## src/rtl/fifo_wr_arbiter_if.sv

```systemverilog
// fifo_wr_arbiter_if: requester beat bundle plus the shared FIFO write port.
interface fifo_wr_arbiter_if #(
  parameter int NUM_REQ   = 4,
  parameter int DATA_SIZE = 8
);
  localparam int IW = $clog2(NUM_REQ);
  logic [NUM_REQ-1:0]           req_valid;
  logic [NUM_REQ*DATA_SIZE-1:0] req_data;
  logic [NUM_REQ-1:0]           req_last;
  logic [NUM_REQ-1:0]           req_ready;
  logic                         wfull;
  logic                         winc;
  logic [DATA_SIZE-1:0]         wdata;
  logic [IW-1:0]                grant_id;
  logic                         busy;
  modport master (
    output req_valid, req_data, req_last, wfull,
    input  req_ready, winc, wdata, grant_id, busy
  );
  modport slave (
    input  req_valid, req_data, req_last, wfull,
    output req_ready, winc, wdata, grant_id, busy
  );
endinterface

```

## src/rtl/fifo_wr_arbiter.sv

```systemverilog
// fifo_wr_arbiter: round-robin burst arbiter sharing one FIFO write port, throttled by wfull.
module fifo_wr_arbiter #(
  parameter int NUM_REQ   = 4,
  parameter int DATA_SIZE = 8,
  parameter int MAX_BURST = 4
) (
  input logic              clk,
  input logic              rst,
  fifo_wr_arbiter_if.slave bus
);
  localparam int IW = $clog2(NUM_REQ);
  localparam int BW = $clog2(MAX_BURST + 1);
  localparam logic [0:0] S_IDLE  = 1'b0;
  localparam logic [0:0] S_GRANT = 1'b1;
  logic [0:0]    r_state;
  logic [IW-1:0] r_grant_id;
  logic [IW-1:0] r_last_id;
  logic [BW-1:0] r_beat_cnt;
  logic          w_busy;
  logic          w_winc;
  logic          w_release;
  logic          w_found;
  logic [IW-1:0] w_pick;
  // descending scan so the nearest index after r_last_id wins
  always_comb begin
    w_found = 1'b0;
    w_pick  = '0;
    for (int k = NUM_REQ; k >= 1; k--)
      if (bus.req_valid[(int'(r_last_id) + k) % NUM_REQ]) begin
        w_found = 1'b1;
        w_pick  = IW'((int'(r_last_id) + k) % NUM_REQ);
      end
  end
  assign w_busy    = (r_state == S_GRANT) && !rst;
  assign w_winc    = w_busy && bus.req_valid[r_grant_id] && !bus.wfull;
  assign w_release = w_winc && (bus.req_last[r_grant_id] || (r_beat_cnt + BW'(1)) == BW'(MAX_BURST));
  assign bus.busy      = w_busy;
  assign bus.winc      = w_winc;
  assign bus.req_ready = (w_busy && !bus.wfull) ? (NUM_REQ'(1) << r_grant_id) : '0;
  assign bus.wdata     = w_busy ? bus.req_data[r_grant_id*DATA_SIZE +: DATA_SIZE] : '0;
  assign bus.grant_id  = rst ? '0 : r_grant_id;
  always_ff @(posedge clk) begin
    if (rst) begin
      r_state    <= S_IDLE;
      r_last_id  <= IW'(NUM_REQ - 1);
      r_grant_id <= '0;
      r_beat_cnt <= '0;
    end else if (r_state == S_IDLE) begin
      if (w_found) begin
        r_state    <= S_GRANT;
        r_grant_id <= w_pick;
        r_beat_cnt <= '0;
      end
    end else if (w_winc) begin
      r_beat_cnt <= r_beat_cnt + BW'(1);
      if (w_release) begin
        r_state   <= S_IDLE;
        r_last_id <= r_grant_id;
      end
    end
  end
endmodule

```

## src/flat_wrapper.sv

```systemverilog
// flat-port wrapper written by rule: the top's interface ports become plain ports
module fifo_wr_arbiter_flat 
#(
  parameter int NUM_REQ   = 4,
  parameter int DATA_SIZE = 8,
  parameter int MAX_BURST = 4
)
  (clk, rst, bus_req_valid, bus_req_data, bus_req_last, bus_wfull, bus_req_ready, bus_winc, bus_wdata, bus_grant_id, bus_busy);
  fifo_wr_arbiter_if #(.NUM_REQ(NUM_REQ), .DATA_SIZE(DATA_SIZE)) bus_i ();
  input logic clk;
  input logic rst;
  input wire logic [$bits(bus_i.req_valid)-1:0] bus_req_valid;
  input wire logic [$bits(bus_i.req_data)-1:0] bus_req_data;
  input wire logic [$bits(bus_i.req_last)-1:0] bus_req_last;
  input wire logic [$bits(bus_i.wfull)-1:0] bus_wfull;
  output wire logic [$bits(bus_i.req_ready)-1:0] bus_req_ready;
  output wire logic [$bits(bus_i.winc)-1:0] bus_winc;
  output wire logic [$bits(bus_i.wdata)-1:0] bus_wdata;
  output wire logic [$bits(bus_i.grant_id)-1:0] bus_grant_id;
  output wire logic [$bits(bus_i.busy)-1:0] bus_busy;
  assign bus_i.req_valid = bus_req_valid;
  assign bus_i.req_data = bus_req_data;
  assign bus_i.req_last = bus_req_last;
  assign bus_i.wfull = bus_wfull;
  assign bus_req_ready = bus_i.req_ready;
  assign bus_winc = bus_i.winc;
  assign bus_wdata = bus_i.wdata;
  assign bus_grant_id = bus_i.grant_id;
  assign bus_busy = bus_i.busy;
  fifo_wr_arbiter #(.NUM_REQ(NUM_REQ), .DATA_SIZE(DATA_SIZE), .MAX_BURST(MAX_BURST)) u_core (.clk(clk), .rst(rst), .bus(bus_i));
endmodule
```

## config.mk

```make
export PLATFORM = sky130hd
export DESIGN_NAME = fifo_wr_arbiter_flat
export DESIGN_NICKNAME = d
export VERILOG_FILES = /design/src/rtl/fifo_wr_arbiter_if.sv /design/src/rtl/fifo_wr_arbiter.sv /design/src/flat_wrapper.sv
export SDC_FILE = /design/constraint.sdc
export NUM_CORES = 1
export LEC_CHECK = 0
export BUFFER_PORTS_ARGS = -buffer_cell sky130_fd_sc_hd__buf_4
export CORE_AREA = 2 2 46 48
export CTS_BUF_LIST = sky130_fd_sc_hd__clkbuf_4 sky130_fd_sc_hd__clkbuf_8
export CTS_CLUSTER_DIAMETER = 60
export CTS_CLUSTER_SIZE = 10
export DETAILED_ROUTE_END_ITERATION = 8
export DIE_AREA = 0 0 48 50
export HOLD_SLACK_MARGIN = 0.15
export PLACE_DENSITY = 0.83
export SYNTH_ARGS = -nofsm -noshare
export SYNTH_HDL_FRONTEND = slang
export SYNTH_SLANG_ARGS = --single-unit
```

## constraint.sdc

```tcl
create_clock -name clk -period 5.07 [get_ports clk]
set_input_delay 1.521 -clock clk [delete_from_list [all_inputs] [get_ports clk]]
set_output_delay 1.521 -clock clk [all_outputs]
set_load 0.02 [all_outputs]
```

# After elaboration in Yosys (flattened, before gate mapping)
# Cells that the tools add are included.
[op_classes]
n_addsub = 5
magnitude_cmp = 5
reduce_logical = 16
bitwise_logic = 5
n_shift = 2
eq_ne = 2
muxes = 34
[ops]
columns = ["cell", "n"]
rows = [
  ["$shiftx 32x6->8", 1],
  ["$mux 1", 18],
  ["$lt 3x4->1 const B", 4],
  ["$bmux 1 s2", 6],
  ["$mux 2", 5],
  ["$mux 3", 3],
  ["$mux 8", 1],
  ["$reduce_or 2->1", 4],
  ["$logic_and 1x1->1", 5],
  ["$add 2x1->2 const B", 2],
  ["$add 2x2->2 const B", 2],
  ["$and 1x1->1 const A", 4],
  ["$mux 4", 1],
  ["$reduce_and 2->1", 2],
  ["$shl 1x2->4 const A", 1],
  ["$add 3x1->3 const B", 1],
  ["$eq 3x3->1 const B", 1],
  ["$lt 2x3->1 const B", 1],
  ["$reduce_and 3->1", 1],
  ["$logic_not 1->1", 2],
  ["$ne 2x2->1 const B", 1],
  ["$reduce_bool 2->1", 1],
  ["$logic_or 1x1->1", 1],
  ["$not 1->1", 1],
]
[totals]
output_inout_bits = 16
ff_bits = 8
in_bits = 43
elab_cells = 73

# Longest topological paths before layout
[depth]
word_depth = 12
mapped_depth = 5
ltp_nobuf = 5

# Worst setup path after synthesis
# OpenSTA, ideal clock, no wires.
[synth_timing]
kind = "input to output"
startpoint = "input port bus_req_valid[3]"
endpoint = "output port bus_winc"
arrival_time_ps = 2206
n_path_buf = 0
stages = 3
path_slack_ps = 1343
cell_sequence = "mux4_2 -> nand2_2 -> inv_2"
[synth_between]
elab_chain_len = 4
[synth_lines]
columns = ["item", "line_no", "rtl"]
rows = [
  ["from (decl)", "flat_wrapper.sv:12", "input wire logic [$bits(bus_i.req_valid)-1:0] bus_req_valid;"],
  ["$bmux 1 s2", "fifo_wr_arbiter.sv:35", "assign w_winc = w_busy && bus.req_valid[r_grant_id] && !bus.wfull;"],
  ["$mux 1 (implied by the code)", "fifo_wr_arbiter.sv:35", ""],
  ["$logic_and 1x1->1 (2 in series)", "fifo_wr_arbiter.sv:35", ""],
  ["to (decl)", "flat_wrapper.sv:17", "output wire logic [$bits(bus_i.winc)-1:0] bus_winc;"],
]
# Every way passes these cells. The select of a mux whose other input is x is not followed.

# Worst setup path in the final report
# Ends and elaborated chain as after synthesis.

==> summary.txt <==
Outcome
  • Outcome: finished clean

Drt
  • Via Count: 884
  • ANT nets after route: 0
  • # DRC: 0
  • Via-to-Cell Ratio: 5.23
  • Initial DRC Count: 8
  • WL final: 2370 microns
  • Drt pass-1 iters: 3
  • Drt wl/cell: 14.0 microns

GRT
  • Initial antenna violation count: 0
  • Vias in the first global route: 914
  • Gr usage total: 0.204
  • First-pass GRT wire length: 3570 microns
  • Largest net degree at the start of global routing: 15
  • Grt total ovfl: 0

Power and ir drop
  • P_int: 0.146 mW
  • Switching Power: 0.0590 mW
  • Sequential power share: 0.367
  • Combinational power share: 0.405
  • Power Density: 162 nW/um^2
  • Clock power share: 0.228
  • Pleak: 0.601 nW
  • Switching part of the total: 0.288
  • Worst vdd ir: 0.0989 mV

Synthesis
  • Ys flop type: dfxtp_1
  • FF+latch count, synth: 8
  • Yosys cell types: 31
  • Mean Syn Cell Area: 9.40 sq um
  • Post-synth EDFFs: 0
  • Synth area leaders: mux4_2 29%, dfxtp_1 20%, nor2b_1 8.7%, nor2_1 4.3%, mux2i_1 3.8%
  • Top post-synthesis cells by count: 11 x nor2b_1, 10 x mux4_2, 9 x nor2_1
  • YS warnings: 0
  • Post-Syn Area: 790 sq um
  • Cell with the most instances after synthesis: nor2b_1
  • Cells after synthesis: 84
  • Yosys top cell by area: mux4_2
  • Async set or reset register ratio after synthesis: 0
  • Seq/Total Area, Yosys: 0.203
  • Post-synth top area share: 0.285
  • Post-Syn Nets: 129

Clocking
  • Post-CTS Setup Bufs: 0
  • Clk buf depth: 2
  • Htree depth: 1
  • Hold Buf Count CTS: 0
  • Worst-Skew Late Latency: 0.25 ns
  • Post-cts resize count: 0
  • Num CTS Buffers: 3
  • CTS tree: done
  • CTS Sinks: 8
  • Root buffer cell: clkbuf_4
  • Clk pin slew, worst setup/hold paths: 0.05 ns

Floorplanning
  • Initial Util: 0.415
  • Die area: 2400 sq um
  • Core Area: 1900 sq um
  • IO Count: 59
  • Num rows: 16
  • DIE HEIGHT: 50 microns
  • Die W: 48 microns

Place
  • GP Congestion: 0.789
  • Post-DP HPWL: 1960 microns
  • PortBufs: 58
  • Placed Area: 1240 sq um

Timing
  • Tmin final: 4.02 ns
  • Worst Tran Pin Value: 0.719 ns
  • Post-route setup TNS: 0 ns
  • Slew margin rel.: 0.520
  • Ratio of final minimum period to clock period: 0.794
  • Final hold violation count: 0
  • Setup violations, final: 0
  • Final slew viol count: 0
  • RSZ-0062 raised after global routing: false
  • Post-Route Skew: 0.00562 ns
  • Fmax: 248 MHz

Worst setup path
  • Worst EP required: 3.55 ns
  • Critical path fanouts, max: 6
  • Critical Path, Cell by Cell: buf_4 -> mux4_2 -> nand2_2 -> inv_2 -> buf_4
  • Slowest CP cell: mux4_2
  • Kind of critical path: in2out
  • Most frequent CP cell: buf_4
  • Crit path DAT: 2.50 ns
  • Crit start category: input port
  • Crit. End Element: output port
  • Reg2Reg Depth: 5
  • Crit-path max cell delay: 0.47 ns

Hold path
  • Hold Path Class: reg2reg
  • Hold depth: 2

Layout
  • Area Growth Syn to Fin: 60.4%
  • Design area: 1270 sq um
  • Share of layout cells above drive strength 1: 0.549
  • # diodes: 0
  • Number of nets in the layout: 189

Job
  • Max-cap violation count: 0
per-layer routing:
| metal | track usage | wire (microns) |
|---|---|---|
| met3 | 0.0696 | 345 |
| met2 | 0.347 | 1190 |
| met1 | 0.212 | 802 |
| met4 | 0.0946 | 36 |
| met5 | 0 | 0 |
worst max-delay path, delay by kind of cell:
family        cells  cell delay [ns]
buf+inv           3             0.36
simple gates      1             0.15
mux               1             0.47
kinds of logic (layout without fill, tap and decap cells):
| logic type | Yosys count | count (layout) | share of synthesized area |
|---|---|---|---|
| flip-flops | 8 | 8 | 0.203 |
| AND/OR/NAND/NOR | 39 | 39 | 0.284 |
| adder cells (fa/ha/maj) | 2 | 2 | 0.0317 |
| XOR/XNOR | 1 | 1 | 0.0111 |
| AO/OA/AOI/OAI | 12 | 12 | 0.0998 |
| multiplexers | 13 | 13 | 0.323 |
| buffers and inverters | 9 | 67 | 0.0475 |
metrics by stage:
step           hold WS (ns)  utilization  total power, mW  cells  setup slack, ns
2_1_floorplan         0.473            -            0.119     84             1.34
3_3_place_gp          0.500        0.654            0.157    166             1.05
3_5_place_dp          0.512        0.654            0.160    166             1.05
4_1_cts               0.517        0.666            0.207    169             1.04
5_1_grt               0.549        0.666            0.218    169             1.01
6_report              0.511        0.666            0.205    169             1.05
worst paths after layout:
check | from | endpoint | slack, ns
worst min register to register | u_core.r_beat_cnt[2]$_SDFFE_PP0P_ | u_core.r_beat_cnt[2]$_SDFFE_PP0P_ | 0.51
worst max register to register | u_core.r_grant_id[0]$_SDFFE_PP0P_ | u_core.r_beat_cnt[2]$_SDFFE_PP0P_ | 3.20
worst max-delay path | bus_req_valid[3] | bus_winc | 1.05
worst min-delay path | u_core.r_beat_cnt[2]$_SDFFE_PP0P_ | u_core.r_beat_cnt[2]$_SDFFE_PP0P_ | 0.51
state kept, by name, indices dropped and copies added, names as in the netlist:
register           count
u_core.r_beat_cnt      3
u_core.r_grant_id      2
u_core.r_last_id       2
u_core.r_state         1
cells in the final DEF (no fill, tap or decap), drive strengths merged:
cell and count:
mux4 10, a211o 1, dfxtp 8, nand3 2
nand2 6, buf 58, nor4 1, nor2 10
a31oi 1, a21o 1, clkbuf 3, or2 1
o21ai 2, nor3b 1, a21oi 5, nor3 1
nor2b 11, nand4b 1, xor2 1, mux2i 3
inv 6, o22a 1, and3 2, nand2b 3
a311oi 1, ha 2
power by group through the flow:
stage / logic [mW] / clock network (mW) / registers (mW)
floorplan: 0.0488 / 0 / 0.0706
global placement: 0.0813 / 0 / 0.0762
detailed placement: 0.0832 / 0 / 0.0765
CTS: 0.0834 / 0.0480 / 0.0751
global route: 0.0890 / 0.0528 / 0.0763
finish: 0.0829 / 0.0467 / 0.0752
cell type report:
class,instances,area (sq um)
multi-input cells,67,592
repair buffers,58,435
clock buffers,3,22.5
flip-flops and latches,8,160
fillers,151,636
inverters,6,22.5
well taps,27,33.8
Power figures use the tool's default switching activity.
